**config.mk**
```make
export PLATFORM = sky130hd
export DESIGN_NAME = srl_chk_lane
export DESIGN_NICKNAME = d
export VERILOG_FILES = /design/src/rtl/srl_chk_lane.sv
export SDC_FILE = /design/constraint.sdc
export NUM_CORES = 1
export LEC_CHECK = 0
export CAP_MARGIN = 20
export CORE_MARGIN = 4
export CORE_UTILIZATION = 46
export DETAILED_ROUTE_END_ITERATION = 10
export GPL_TIMING_DRIVEN = 0
export PLACE_DENSITY = 0.65
export SYNTH_ARGS = -nofsm -noshare
export SYNTH_HDL_FRONTEND = slang
export SYNTH_SLANG_ARGS = --single-unit
```
**constraint.sdc**
```tcl
create_clock -name clk -period 2 [get_ports clk]
set_input_delay 0.2 -clock clk [delete_from_list [all_inputs] [get_ports clk]]
set_output_delay 0.2 -clock clk [all_outputs]
set_load 0.01 [all_outputs]
```
**src/rtl/srl_chk_lane.sv**
```systemverilog
`default_nettype none
// ============================================================================
//  Module      : srl_chk_lane
//  Description : One checker lane. The stimulus bit (optionally inverted)
//                shifts through an unreset SRL-style line; the clean bit
//                shifts through a resettable flip-flop reference line. Both
//                are tapped at the same address and the difference is
//                registered.
//  Revision    : 1.0 - initial release
// ============================================================================
module srl_chk_lane #(
    parameter int DEPTH = 32
) (
    input  logic                     clk,
    input  logic                     rst_n,
    input  logic                     en,
    input  logic                     d,
    input  logic                     inject,
    input  logic [$clog2(DEPTH)-1:0] addr,
    output logic                     mismatch
);

    logic [DEPTH-1:0] r_srl;
    logic [DEPTH-1:0] r_ref;
    logic             w_dut_q;
    logic             w_ref_q;
    logic             r_mismatch;

    // Device-under-test line: no reset, so it maps onto shift-register LUTs.
    always_ff @(posedge clk) begin
        if (en) begin
            r_srl <= {r_srl[DEPTH-2:0], d ^ inject};
        end
    end

    // Reference line in plain flip-flops, cleared on reset.
    always_ff @(posedge clk) begin
        if (!rst_n) begin
            r_ref <= '0;
        end else if (en) begin
            r_ref <= {r_ref[DEPTH-2:0], d};
        end
    end

    // Shared combinational tap so address changes affect both lines at once.
    always_comb begin
        w_dut_q = r_srl[addr];
        w_ref_q = r_ref[addr];
    end

    // Registered compare, advancing only with the lines.
    always_ff @(posedge clk) begin
        if (!rst_n) begin
            r_mismatch <= 1'b0;
        end else if (en) begin
            r_mismatch <= w_dut_q ^ w_ref_q;
        end
    end

    assign mismatch = r_mismatch;

endmodule : srl_chk_lane
`default_nettype wire

```
## Yosys cells after proc, flatten, opt, wreduce, memory -nomap -nowiden

Cells that the tools add are included.

- Flip-flop bits (word level): 65
- Input port bits: 10

- Order comparisons: 1
- Multiplexer cells: 4
- Bitwise logic cells: 2

Operators with widths:

| operator | count |
|---|---|
| $bmux 1 s5 | 2 |
| $lt 5x6->1 const B | 1 |
| $mux 1 | 2 |
| $xor 1x1->1 | 2 |

## Depth between registers and ports, before layout

Gate-level depths: netlist of run 1.

- Depth in word-level cells: 3
- Depth in mapped cells: 6

## Worst setup path after synthesis of run 1

Ideal clock, no wire load.

- Path type: input -> register
- Start point: input port addr[0]
- End point: register r_mismatch, in the netlist mismatch
- Path slack: 0.158 ns
- Buffers on the path: 1
- Data arrival time: 1.720 ns
- Cell stages on the path: 6
- Path through: buf_6 mux4_1 xor2_1 mux4_2 nor3b_2 nor3_1

- Cells in the longest elaborated chain, start to end: 3

Ends and longest elaborated chain:

| element | RTL line | source |
|---|---|---|
| from (decl) | 19 | `input logic [$clog2(DEPTH)-1:0] addr,` |
| $bmux 1 s5, on equally long branches | 47, 48 |  |
| $mux 1, on equally long branches | 47, 48 |  |
| $xor 1x1->1 (*) | 56 | `r_mismatch <= w_dut_q ^ w_ref_q;` |
| to (signal assigned) | 56 |  |
| to (decl) | 27 | `logic r_mismatch;` |

Every way passes the cells marked *; elsewhere a longest branch is shown, timed or not. The select of a mux whose other input is x is not followed.
A chain may end at the register's enable or synchronous reset.

## Worst setup path in the final report of run 1

- Start point: input port addr[1]
- End point: register r_mismatch, in the netlist mismatch

Same word-level chain as after synthesis.

==> results of run 1 <==
-- registers in the layout, indices dropped and copies added, names as in the netlist --
| signal | count |
|---|---|
| r_ref | 32 |
| r_srl | 32 |
| mismatch | 1 |
-- final cells by class --
class                           instances  share of cell area [%]
Tap cell                               72                    2.84
Timing Repair Buffer                   13                    4.46
Buffer                                  9                    1.66
Multi-Input combinational cell        106                    34.1
Sequential cell                        65                    51.1
Clock buffer                           14                    5.48
Clock inverter                          2                   0.316
-- cells by family after synthesis --
logic type | Yosys count | share of synthesized area, %
flops | 65 | 59.0
mux | 47 | 24.0
xor+xnor | 21 | 6.69
compound gates | 1 | 0.319
simple gates | 37 | 8.51
buf+inv | 9 | 1.55
-- layer usage --
metal  vias to the layer above  track usage [%]  wire length, um
met5                         -                0                0
met1                       748             18.2             2230
met2                        32             22.4             2280
met3                         8             3.30              174
met4                         0             7.77               95
li1                        706                -                -
-- worst reg2reg max path: stages, from the launching register on --
cell	delay, ps
edfxtp_1	400
mux4_2	490
xor2_1	180
mux4_2	480
nor3b_2	190
nor3_1	70
-- through the flow --
stage / cell area [um2] / hold WS (ps)
6_report: 3170 / 317
5_1_grt: 3170 / 362
4_1_cts: 3150 / 302
3_5_place_dp: 2960 / 434
3_3_place_gp: 2930 / 430
2_1_floorplan: 2750 / 312
-- cell usage after synthesis (5+ instances only) --
cell type | count | area (um2)
nor2b_1 | 32 | 200
xnor2_1 | 16 | 140
mux2i_1 | 34 | 340
mux4_2 | 6 | 135
mux4_1 | 7 | 184
clkbuf_1 | 6 | 22.5
edfxtp_1 | 32 | 961
dfxtp_1 | 33 | 661
xor2_1 | 5 | 43.8
-- timing repair --
item,4_1_cts,5_1_grt
gates resized for setup,8,1
buffers inserted,0,3
setup endpoints to repair,29,1
-- power breakdown --
group / internal [mW] / switching, mW / total (mW)
sequential: 1.45 / 0.0259 / 1.47
combinational: 0.110 / 0.0859 / 0.196
clock: 0.557 / 0.464 / 1.02
-- path summary, 6_finish.rpt --
path,start,endpoint,depth (start not counted)
min reg2reg,r_srl[6],r_srl[7],0
min,addr[0],mismatch,4
max reg2reg,r_srl[15],mismatch,5
max,addr[1],mismatch,7
==> metrics.yaml, run 1 <==
timing:
  fin_worst_skew_ps: 6.04
  setup_tns_ps: 0
  period_needed_ps: 1940
  rsz0062_at_grt: "no"
  fin_crit_sh_pct: 97.2
  worst_slack_ps: 55.9
  worstMarginPinSlew_ps: 580
  fmax_ghz: 0.514
  report.final.slew_viol_count: 0
  relSlewSlack_pct: 61.3
  finalHoldViolations: 0
  setup_viol_count_final: 0
finish:
  final_cell_mix: "mux2i_1 (34), dfxtp_1 (33), nor2b_1 (32), edfxtp_1 (32), xnor2_1 (16)"
  finalNonFillerCells: 281
  final_nets: 214
  area_growth_pct: 15.3
  ff_latch_area_um2: 1620
  multiInputGateArea_um2: 1080
  final_common_cell: "mux2i_1"
  fill_cells: 460
  drive_gt1_share_pct: 14.8
  insertedDiodeCount: 0
  postLayoutCoreUtil_pct: 56.2
setup_path:
  cp.required_ps: 2220
  cp-end-kind: "flip-flop"
  critical_path_class: "in -> reg"
  critical_path.cell_chain: "clkdlybuf4s50_1 -> buf_6 -> mux4_2 -> xor2_1 -> mux4_2 -> nor3b_2 -> nor3_1"
  cp_top_family: "multiplexers"
  worst-path-max-fanout: 9
  path_buf_inv: 2
  regToRegSetupSlack_ps: 80
  critPathMostFrequentCell: "mux4_2"
  cp_data_arrival_time_ps: 2160
  slowest_stage: "clkdlybuf4s50_1"
  cpPeakStageDelay_ps: 560
  worstSetupStartpointType: "primary input"
yosys:
  syn_area_per_cell_um2: 15.3
  yosysWarnings: 0
  synth_flop_cell: "dfxtp_1"
  yosysSeqAreaShare_pct: 59.0
  synthesis.nets: 190
  synth_edf_count: 32
  syn_inst: 180
  synth-async-reset-ratio_pct: 0
  ys_types: 18
  syn_area_um2: 2750
  ys_ff_latch: 65
min_path:
  hold_class: "in -> reg"
cts:
  cts_max_level: 3
  root_buffer: "clkbuf_8"
  clockBufferDepth: 2
  clock_latency_ps: 330
  ctsHoldBuffers: 0
  numClockSinks: 65
  cts_buffers: 9
  clk_pin_slew_ps: 60
  cts_tree: "built"
placement:
  dp_slack_ps: -998
  gp_congestion: 0.811
  port_buffers: 9
  dp_hpwl_um: 3270
  dp.cells: 262
grt:
  gr-total-overflow: 0
  grt.total_usage_pct: 14.3
  antenna_found_initial: 0
  grt_first_pass_wirelength_um: 7900
  grt_pass1_vias: 1574
  grt_max_degree: 21
floorplanning:
  row_count: 27
  coreArea_um2: 5640
  die_area_um2: 7280
  start_util_pct: 48.7
  die_w_um: 85.3
  die_h_um: 85.3
  ioPinCount: 11
detailed_routing:
  remaining_drc_errors: 0
  routed_wirelength_um: 4780
  wl_per_cell_um: 17.0
  first_iter_violations: 96
  vias: 1494
  viasPerCell: 5.32
  dr.pass1.iters: 4
  ant_nets: 0
outcome:
  outcome: "finished clean"
power:
  ir_worst_vdd_v: 0.000449
  leakagePower_nw: 1.17
  finalPower_mw: 2.69
  powerDensity_nw_per_um2: 848
run:
  drv_cap: 0
Note: power is estimated with default switching activity, not from simulation.
==> run 2, diff against run 1 <==
--- a/config.mk
+++ b/config.mk
@@ -10,7 +10,6 @@
 export CORE_UTILIZATION = 46
 export DETAILED_ROUTE_END_ITERATION = 10
 export GPL_TIMING_DRIVEN = 0
-export PLACE_DENSITY = 0.65
 export SYNTH_ARGS = -nofsm -noshare
 export SYNTH_HDL_FRONTEND = slang
 export SYNTH_SLANG_ARGS = --single-unit
==> constraint.sdc (replaced) <==
create_clock -name clk -period 2.48 [get_ports clk]
set_input_delay 0.248 -clock clk [delete_from_list [all_inputs] [get_ports clk]]
set_output_delay 0.248 -clock clk [all_outputs]
set_load 0.01 [all_outputs]
==> metrics.yaml, run 2 (synthesis gave the netlist of run 1 again) <==
timing:
  rsz0062_at_grt: "no"
  setup_tns_ps: 0
  holdWs_ps: 357
  period_needed_ps: 2100
  report.final.slew_viol_count: 0
  fmax_ghz: 0.476
  setup_viol_count_final: 0
  relSlewSlack_pct: 53.5
  fin_worst_skew_ps: 6.69
  fin_crit_sh_pct: 84.7
  worstMarginPinSlew_ps: 697
  finalHoldViolations: 0
setup_path:
  worstReg2RegEnd: "mismatch"
  critical_path_class: "in -> reg"
  worst-path-max-fanout: 10
  worstSetupStartpointType: "primary input"
  critical_path.cell_chain: "clkdlybuf4s50_1 -> buf_2 -> mux4_1 -> xor2_1 -> mux4_2 -> nor3b_2 -> nor3_1"
  cp_data_arrival_time_ps: 2330
  r2r-start: "r_srl[1]"
  cp_top_family: "multiplexers"
  path_buf_inv: 2
  cp.required_ps: 2710
  cpPeakStageDelay_ps: 510
  cp-end-kind: "flip-flop"
  regToRegSetupSlack_ps: 560
  slowest_stage: "clkdlybuf4s50_1"
  worst-r2r-cell-count: 5
min_path:
  holdPathEnd: "mismatch"
  min_from: "addr[0]"
  hold_class: "in -> reg"
  hold_path_depth: 4
detailed_routing:
  vias: 1455
  viasPerCell: 5.23
  routed_wirelength_um: 4800
  first_iter_violations: 102
  remaining_drc_errors: 0
  ant_nets: 0
  dr.pass1.iters: 4
  wl_per_cell_um: 17.3
placement:
  dp_hpwl_um: 3280
  gp_congestion: 0.825
  dp.cells: 262
  port_buffers: 9
cts:
  postCtsSetupRepairBufs: 0
  numClockSinks: 65
  ctsHoldBuffers: 0
  cts_resized: 2
  cts_tree: "built"
  clockBufferDepth: 2
  cts_max_level: 3
  root_buffer: "clkbuf_8"
  cts_buffers: 9
  clock_latency_ps: 340
  clk_pin_slew_ps: 70
grt:
  antenna_found_initial: 0
  grt_first_pass_wirelength_um: 7990
  grt.total_usage_pct: 14.7
  grt_pass1_vias: 1573
  gr-total-overflow: 0
  grt_max_degree: 21
power:
  ir_worst_vdd_v: 0.000387
  leakagePower_nw: 1.15
  finalPower_mw: 2.20
  powerDensity_nw_per_um2: 699
finish:
  drive_gt1_share_pct: 12.1
  area_growth_pct: 14.1
  finalNonFillerCells: 278
  final_nets: 211
  insertedDiodeCount: 0
  ff_latch_area_um2: 1620
  fill_cells: 449
  multiInputGateArea_um2: 1090
  final_common_cell: "mux2i_1"
  final_cell_mix: "mux2i_1 (34), dfxtp_1 (33), nor2b_1 (32), edfxtp_1 (32), xnor2_1 (16)"
floorplanning:
  coreArea_um2: 5640
  die_w_um: 85.3
  row_count: 27
  die_h_um: 85.3
  start_util_pct: 48.7
  die_area_um2: 7280
  ioPinCount: 11
outcome:
  outcome: "finished clean"
run:
  drv_cap: 0
-- run 2: cell count changes in the layout (fill, tap and decap cells not counted), sizes merged --
| cell | before | now |
|---|---|---|
| bufinv | 0 | 1 |
| clkinvlp | 0 | 2 |
| buf | 7 | 4 |
| clkinv | 2 | 4 |
| clkdlybuf4s15 | 1 | 0 |
| clkbuf | 20 | 16 |
-- run 2: how the worst max path moves through the flow --
stage	from	to	slack, ps	cells after the start
2_1_floorplan	addr[0]	mismatch	590	6
3_3_place_gp	en	r_ref[23]	-810	5
3_5_place_dp	en	r_ref[15]	-620	6
4_1_cts	en	mismatch	80	6
5_1_grt	addr[1]	mismatch	300	7
6_report	addr[1]	mismatch	380	7
-- run 2: through the flow --
stage               utilization [%]  worst slack [ps]  cell area, um2
floorplan                         -               590            2750
global placement               51.9              -810            2930
detailed placement             52.4              -616            2960
CTS                            55.7              80.8            3140
global route                   55.6               300            3140
finish                         55.6               378            3140
-- run 2: layout make-up --
type | count | area share [%]
well taps | 72 | 2.87
multi-input cells | 106 | 34.6
repair buffers | 10 | 3.59
flip-flops and latches | 65 | 51.7
clock buffers | 9 | 3.95
clock inverters | 7 | 1.95
plain buffers | 9 | 1.39
-- run 2: power by group --
| group | switching (mW) | total [mW] | internal (mW) |
|---|---|---|---|
| Sequential | 0.0205 | 1.19 | 1.17 |
| Combinational | 0.0675 | 0.152 | 0.0841 |
| Clock | 0.406 | 0.858 | 0.452 |
| Total | 0.494 | 2.20 | 1.70 |
-- run 2: per-layer routing --
| layer | track usage [%] | routed length, um | share of wire (%) |
|---|---|---|---|
| met5 | 0 | 0 | 0 |
| met4 | 5.61 | 79 | 1.6 |
| met2 | 22.7 | 2240 | 47 |
| met1 | 18.6 | 2280 | 48 |
| met3 | 5.83 | 196 | 4.1 |
-- run 2: tightest hold or removal path, delay by kind of cell --
family / cells / cell delay [ps]
muxes: 1 / 100
buffers and inverters: 1 / 150
and+or+nand+nor: 2 / 150
==> run 3, diff against run 2 <==
--- a/config.mk
+++ b/config.mk
@@ -10,6 +10,7 @@
 export CORE_UTILIZATION = 46
 export DETAILED_ROUTE_END_ITERATION = 10
 export GPL_TIMING_DRIVEN = 0
+export PLACE_DENSITY = 0.65
 export SYNTH_ARGS = -nofsm -noshare
 export SYNTH_HDL_FRONTEND = slang
 export SYNTH_SLANG_ARGS = --single-unit
==> constraint.sdc (replaced) <==
create_clock -name clk -period 1.9 [get_ports clk]
set_input_delay 0.19 -clock clk [delete_from_list [all_inputs] [get_ports clk]]
set_output_delay 0.19 -clock clk [all_outputs]
set_load 0.01 [all_outputs]
==> metrics.yaml, run 3 (synthesis gave the netlist of run 1 again) <==
outcome:
  outcome: "finished clean"
timing:
  setup_tns_ps: 0
  setup_viol_count_final: 0
  fin_worst_skew_ps: 2.54
  rsz0062_at_grt: "yes"
  fin_crit_sh_pct: 99.8
  finalHoldViolations: 0
  period_needed_ps: 1900
  worstMarginPinSlew_ps: 437
  worst_slack_ps: 4.26
  report.final.slew_viol_count: 0
  relSlewSlack_pct: 70.9
  fmax_ghz: 0.527
floorplanning:
  die_w_um: 85.3
  row_count: 27
  die_area_um2: 7280
  die_h_um: 85.3
  start_util_pct: 48.7
  ioPinCount: 11
  coreArea_um2: 5640
setup_path:
  cp.required_ps: 2120
  worstSetupStartpointType: "flip-flop"
  cp-end-kind: "flip-flop"
  worst-path-max-fanout: 3
  cp_data_arrival_time_ps: 2110
  worst-r2r-cell-count: 5
  critical_path_class: "reg -> reg"
finish:
  final_nets: 213
  final_cell_mix: "mux2i_1 (34), dfxtp_1 (33), nor2b_1 (32), edfxtp_1 (32), xnor2_1 (16)"
  multiInputGateArea_um2: 1070
  ff_latch_area_um2: 1620
  final_common_cell: "mux2i_1"
  area_growth_pct: 14.8
  insertedDiodeCount: 0
  drive_gt1_share_pct: 15.9
  fill_cells: 463
cts:
  cts_max_level: 3
  cts_tree: "built"
  clock_latency_ps: 330
  root_buffer: "clkbuf_8"
  clk_pin_slew_ps: 60
  clockBufferDepth: 2
  numClockSinks: 65
  ctsHoldBuffers: 0
  cts_buffers: 9
detailed_routing:
  remaining_drc_errors: 0
  wl_per_cell_um: 16.8
  ant_nets: 0
  routed_wirelength_um: 4700
  vias: 1485
  first_iter_violations: 81
  dr.pass1.iters: 4
  viasPerCell: 5.30
placement:
  dp_hpwl_um: 3270
  port_buffers: 9
  gp_congestion: 0.811
  dp_slack_ps: -1090
grt:
  grt_pass1_vias: 1586
  grt_max_degree: 21
  gr-total-overflow: 0
  grt_first_pass_wirelength_um: 7970
  grt.total_usage_pct: 14.4
  antenna_found_initial: 0
run:
  drv_cap: 0
min_path:
  hold_class: "in -> reg"
  hold_path_depth: 4
power:
  ir_worst_vdd_v: 0.000473
  finalPower_mw: 2.82
  leakagePower_nw: 1.17
  powerDensity_nw_per_um2: 893
run 3: cell count changes in the layout (fill, tap and decap cells not counted), moves of 2 or more:
cell and change:
clkinv_1 -3, mux4_1 -3, mux4_2 +3, buf_4 +2
clkinvlp_4 -2
run 3: path summary, 6_finish.rpt:
kind              from        end  slack, ps
min            addr[0]   mismatch        320
max          r_ref[13]   mismatch          4
max reg2reg  r_ref[13]   mismatch          4
min reg2reg  r_srl[14]  r_srl[15]        460
run 3: cell type report:
cell class                 count  area share (%)
sequential                    65            51.4
multi-input combinational    106            34.0
clock buffer                  14            5.51
timing repair buffer          12            4.20
tap                           72            2.85
buffer                         9            1.70
clock inverter                 2           0.317
run 3: stage by stage:
stage	std cells	hold WS [ps]	util (%)	cell area, um2
floorplan	180	302	-	2750
global placement	261	430	51.9	2930
detailed placement	262	434	52.4	2960
CTS	280	307	55.9	3160
global route	280	364	56.0	3160
finish	280	324	56.0	3160
run 3: layer usage:
layer / global-route usage, % / vias to the layer above / share of wire [%]
li1: - / 703 / -
met1: 18.3 / 739 / 45
met2: 22.8 / 35 / 48
met3: 3.30 / 8 / 4.4
met4: 7.77 / 0 / 2.0
met5: 0 / - / 0
run 3: report_power, final:
group | internal, mW | leakage, nW | switching (mW)
logic | 0.115 | 0.491 | 0.0890
registers | 1.52 | 0.579 | 0.0278
clock network | 0.586 | 0.0956 | 0.479
run 3: critical path, cell delays in order, from the launching register on:
cell and delay, ps:
dfxtp_1 320, mux4_1 540, xor2_1 190, mux4_2 480, nor3b_2 190, nor3_1 60
run 3: timing repair:
item                                    CTS  global route
endpoints found under the hold margin     0             0
endpoints found under the setup margin   33            27
gates resized for setup                  12             2
setup buffers                             2             0
pin swaps                                 3             1
